===== src/rtl/fetch_unit_pkg.sv =====
// Shared definitions for the instruction fetch stage: FSM encodings,
// the NOP word and the default sequential PC increment.
package fetch_unit_pkg;

  typedef enum logic {
    ST_FETCH = 1'b0,
    ST_FULL  = 1'b1
  } fetch_state_e;

  localparam logic [31:0] NOP             = 32'h0000_0000;
  localparam int unsigned PC_STEP_DEFAULT = 4;

  // Redirect targets are word aligned; the low two bits are simply dropped.
  function automatic logic [31:0] align_word(input logic [31:0] addr);
    return addr & ~32'h0000_0003;
  endfunction

endpackage


===== src/rtl/fetch_unit.sv =====
// Instruction fetch stage with a one-entry skid buffer so a request already
// answered by memory is never lost when the decode stage stalls.
module fetch_unit
  import fetch_unit_pkg::*;
#(
  parameter logic [31:0] RESET_PC = 32'h0000_0000,
  parameter int unsigned PC_STEP  = PC_STEP_DEFAULT
) (
  input  logic        clk,
  input  logic        rst,
  input  logic        stall,
  input  logic        branchTaken,
  input  logic [31:0] branchTarget,
  output logic        imemReq,
  output logic [31:0] imemAddr,
  input  logic        imemReady,
  input  logic [31:0] imemData,
  output logic [31:0] pcOut,
  output logic [31:0] instOut,
  output logic        validOut
);

  //   state    | meaning
  //   ST_FETCH | request outstanding at pc_q, skid buffer empty
  //   ST_FULL  | no request, skid buffer holds the word fetched under stall

  localparam logic [31:0] STEP = 32'(PC_STEP);

  fetch_state_e state_q, state_d;
  logic [31:0]  pc_q, pc_d;
  logic [31:0]  pc_out_q, pc_out_d;
  logic [31:0]  inst_out_q, inst_out_d;
  logic         valid_q, valid_d;
  logic [31:0]  skid_inst_q, skid_inst_d;
  logic [31:0]  skid_pc_q, skid_pc_d;
  logic [31:0]  pc_next;

  assign pc_next = pc_q + STEP;

  always_comb begin
    state_d     = state_q;
    pc_d        = pc_q;
    pc_out_d    = pc_out_q;
    inst_out_d  = inst_out_q;
    valid_d     = valid_q;
    skid_inst_d = skid_inst_q;
    skid_pc_d   = skid_pc_q;

    if (branchTaken) begin
      // Any word returned this cycle belongs to the wrong path and is dropped.
      state_d     = ST_FETCH;
      pc_d        = align_word(branchTarget);
      pc_out_d    = 32'h0000_0000;
      inst_out_d  = NOP;
      valid_d     = 1'b0;
      skid_inst_d = NOP;
      skid_pc_d   = 32'h0000_0000;
    end else begin
      case (state_q)
        ST_FETCH: begin
          if (imemReady) begin
            pc_d = pc_next;
            if (stall && valid_q) begin
              skid_inst_d = imemData;
              skid_pc_d   = pc_next;
              state_d     = ST_FULL;
            end else begin
              inst_out_d = imemData;
              pc_out_d   = pc_next;
              valid_d    = 1'b1;
            end
          end else if (!stall) begin
            // Previous word was consumed and nothing new arrived.
            inst_out_d = NOP;
            valid_d    = 1'b0;
          end
        end
        ST_FULL: begin
          if (!stall) begin
            inst_out_d  = skid_inst_q;
            pc_out_d    = skid_pc_q;
            valid_d     = 1'b1;
            skid_inst_d = NOP;
            skid_pc_d   = 32'h0000_0000;
            state_d     = ST_FETCH;
          end
        end
        default: begin
          state_d = ST_FETCH;
        end
      endcase
    end
  end

  always_ff @(posedge clk or posedge rst) begin
    if (rst) begin
      state_q     <= ST_FETCH;
      pc_q        <= RESET_PC;
      pc_out_q    <= 32'h0000_0000;
      inst_out_q  <= NOP;
      valid_q     <= 1'b0;
      skid_inst_q <= NOP;
      skid_pc_q   <= 32'h0000_0000;
    end else begin
      state_q     <= state_d;
      pc_q        <= pc_d;
      pc_out_q    <= pc_out_d;
      inst_out_q  <= inst_out_d;
      valid_q     <= valid_d;
      skid_inst_q <= skid_inst_d;
      skid_pc_q   <= skid_pc_d;
    end
  end

  // Request is suppressed for as long as reset is held.
  assign imemReq  = (state_q == ST_FETCH) && !rst;
  assign imemAddr = pc_q;
  assign pcOut    = pc_out_q;
  assign instOut  = inst_out_q;
  assign validOut = valid_q;

endmodule


===== config.mk =====
export PLATFORM = sky130hd
export DESIGN_NAME = fetch_unit
export DESIGN_NICKNAME = d
export VERILOG_FILES = /design/src/rtl/fetch_unit_pkg.sv /design/src/rtl/fetch_unit.sv
export SDC_FILE = /design/constraint.sdc
export NUM_CORES = 1
export LEC_CHECK = 0
export CORE_ASPECT_RATIO = 0.8
export CORE_MARGIN = 3
export CORE_UTILIZATION = 55
export DETAILED_ROUTE_END_ITERATION = 7
export PLACE_DENSITY = 0.85
export SETUP_SLACK_MARGIN = 0.3
export SLEW_MARGIN = 15
export SYNTH_ARGS = -nofsm -noshare
export SYNTH_HDL_FRONTEND = slang
export SYNTH_SLANG_ARGS = --single-unit

===== constraint.sdc =====
create_clock -name clk -period 7.4 [get_ports clk]
set_input_delay 1.11 -clock clk [delete_from_list [all_inputs] [get_ports clk]]
set_output_delay 1.11 -clock clk [all_outputs]
set_load 0.02 [all_outputs]

==> flow_metrics.env <==
export IMPL_crit_required_ns=7.71
export IMPL_ant_nets=0
export IMPL_multi_input_area_um2=3570
export IMPL_relSlewSlack_pct=26.4
export IMPL_num_vias=6984
export IMPL_rows=38
export IMPL_yosys_area_top_type_share_pct=50.4
export IMPL_drt_iter0_drc=628
export IMPL_hold_viol=0
export IMPL_initial_core_util_pct=57.1
export IMPL_grt_pass1_wl_um=34200
export IMPL_ys_types=51
export IMPL_rsz0062_at_grt="false"
export IMPL_nNetsFinal=1088
export IMPL_setup_viol_count_final=0
export IMPL_die_x_um=140
export IMPL_ctsHoldBuffers=0
export IMPL_irDropWorstVdd_mv=0.190
export IMPL_hpwl_um=13400
export IMPL_vias_per_cell=5.77
export IMPL_wl_met2_um=9620
export IMPL_place_congestion=0.931
export IMPL_clock_latency_ns=0.43
export IMPL_grt_pass1_vias=6672
export IMPL_routed_wl_um=20900
export IMPL_synth_xor_area_share_pct=4.91
export IMPL_grt_max_degree=100
export IMPL_netlist_area_um2=7850
export IMPL_status="finished, final reports clean"
export IMPL_cts_tree="yes"
export IMPL_cts_max_level=4
export IMPL_min_period_ns=3.43
export IMPL_critPathLaunchType="input port"
export IMPL_fmax_mhz=291
export IMPL_firstDrtPassIters=5
export IMPL_synth_seq_area_share_pct=50.4
export IMPL_synth_edf_count=0
export IMPL_synth_mux_area_share_pct=1.40
export IMPL_synth_top_family_by_area="simple AND/OR/NAND/NOR gates"
export IMPL_drc_errors=0
export IMPL_ios=167
export IMPL_antenna_cells=0
export IMPL_clk_pin_slew_ns=0.07
export IMPL_synth_flop_cell="dfrtp_1"
export IMPL_wl_met3_um=1740
export IMPL_drv_slew=0
export IMPL_layout_common_cells="nand2_1 (222), clkdlybuf4s50_1 (161), dfrtp_1 (157)"
export IMPL_synth_compound_area_share_pct=17.7
export IMPL_cts_setup_buffers=0
export IMPL_nFillCells=1038
export IMPL_grt_ovfl_total=0
export IMPL_clockBufferDepth=2
export IMPL_stdcell_area_um2=10000
export IMPL_cts_root_buffer="clkbuf_16"
export IMPL_yosys_area_top_type="dfrtp_1"
export IMPL_clock_skew_ns=0.0147
export IMPL_syn_mean_instance_area_um2=8.65
export IMPL_ys_top_cells_by_area="dfrtp_1 (50%), nand2_1 (11%), o21ai_0 (6.2%)"
export IMPL_yosys_warnings=0
export IMPL_die_h_um=113
export IMPL_portBuffers=162
export IMPL_grt_usage_pct=26.8
export IMPL_static_leakage_power_nw=4.14
export IMPL_cts_resized=0
export IMPL_worst_ep_arrival_time_ns=3.75
export IMPL_area_growth_pct=27.8
export IMPL_critPathMaxFanout=35
export IMPL_core_um2=13700
export IMPL_p_per_area_nw_per_um2=227
export IMPL_post_drt_wl_per_cell_um=17.2
export IMPL_synthSimpleGateAreaFrac_pct=20.9
export IMPL_antenna_found_initial=0
export IMPL_post_route_period_util_pct=46.4
export IMPL_die_area_um2=15800
export IMPL_layout_drive_gt1_share_pct=6.70
export IMPL_seqCellArea_um2=3960
export IMPL_layout_commonest_cell="nand2_1"
export IMPL_holdCritPathClass="flop to flop"
export IMPL_postPlaceCellArea_um2=9450
export IMPL_worstSetupPathType="input port to flop"
export IMPL_netlist_instances=908
export IMPL_async_flop_share_pct=100
export IMPL_cap_viol_max_count=0
export IMPL_tns_ns=0
export IMPL_wl_met1_um=9130
export IMPL_synth_fa_ha_area_share_pct=0.159
export IMPL_numCtsBuffers=17
export IMPL_worstMarginPinSlew_ns=1.10
export IMPL_synth_seq_cells=158
export IMPL_top_layer_used="met4"
export IMPL_crit_path_end_kind="flop"
export IMPL_clkSinkCount=158
cell usage after synthesis, drive strengths merged, types with 4 or more instances:
cell / instances
a22o: 4
buf: 14
o22a: 5
a21oi: 65
nor4: 18
nor3b: 4
a31oi: 4
nor3: 11
o21a: 5
o31ai: 38
o31a: 4
or3: 6
dfrtp: 158
xnor2: 25
nand2: 223
o21ai: 101
mux2: 8
nor2: 68
nand3: 11
clkbuf: 68
nand4: 16
xor2: 19
per-stage QoR:
| stage | hold WS [ns] | util [%] | setup slack (ns) | instances | power [mW] |
|---|---|---|---|---|---|
| finish | 0.476 | 73.0 | 3.97 | 1210 | 2.28 |
| global route | 0.502 | 73.0 | 3.80 | 1210 | 2.37 |
| CTS | 0.478 | 72.9 | 3.97 | 1209 | 2.28 |
| detailed placement | 0.465 | 68.8 | 3.59 | 1178 | 1.44 |
| global placement | 0.455 | 68.8 | 3.65 | 1178 | 1.43 |
| floorplan | 0.443 | - | 2.03 | 909 | 1.25 |
final timing paths:
| path | slack (ns) | to | from | cells past startpoint |
|---|---|---|---|---|
| min in group asynchronous | 1.29 | instOut[9] | rst | 2 |
| worst max register to register | 4.39 | skid_pc_q[26] | imemAddr[2] | 6 |
| worst max-delay path | 3.97 | imemAddr[28] | imemReady | 8 |
| worst min-delay path | 0.48 | instOut[11] | instOut[11] | 2 |
| max in group asynchronous | 4.78 | pcOut[28] | rst | 3 |
| worst min register to register | 0.48 | instOut[11] | instOut[11] | 2 |
area by class of cell:
cell class	count	area share [%]
Clock buffer	19	4.51
Multi-Input combinational cell	666	35.6
Timing Repair Buffer	172	17.0
Tap cell	180	2.24
Sequential cell	158	39.4
Clock inverter	12	1.08
Inverter	3	0.162
cell families (layout without fill, tap and decap cells):
logic type	after synthesis	count (layout)
XOR/XNOR	44	44
multiplexers	10	10
AND/OR/NAND/NOR	371	371
buffers and inverters	85	206
adder cells (fa/ha/maj)	1	1
other	1	2
flip-flops	158	158
AO/OA/AOI/OAI	238	238
report_power, final:
group,switching [mW],internal (mW)
Combinational,0.231,0.185
Sequential,0.0772,0.943
Clock,0.360,0.481
Total,0.668,1.61
routing by layer:
| layer | up-vias | global-route usage [%] |
|---|---|---|
| met5 | - | 0 |
| met4 | 0 | 7.55 |
| met3 | 29 | 6.59 |
| met2 | 315 | 41.5 |
| met1 | 3320 | 38.2 |
| li1 | 3320 | - |
critical path, stage by stage:
cell and delay, ns:
clkdlybuf4s50_1 0.46, buf_4 0.36, nand2b_1 0.31, buf_4 0.29, nor4_2 0.56, nand3_1 0.22, xnor2_1 0.16, mux2_2 0.26
flip-flops by register name (all words and copies together), names as in the netlist:
register     count
skid_pc_q       31
imemAddr        30
instOut         32
pcOut           31
skid_inst_q     32
state_q          1
validOut         1
No activity file was read; power rests on OpenSTA's default activity.
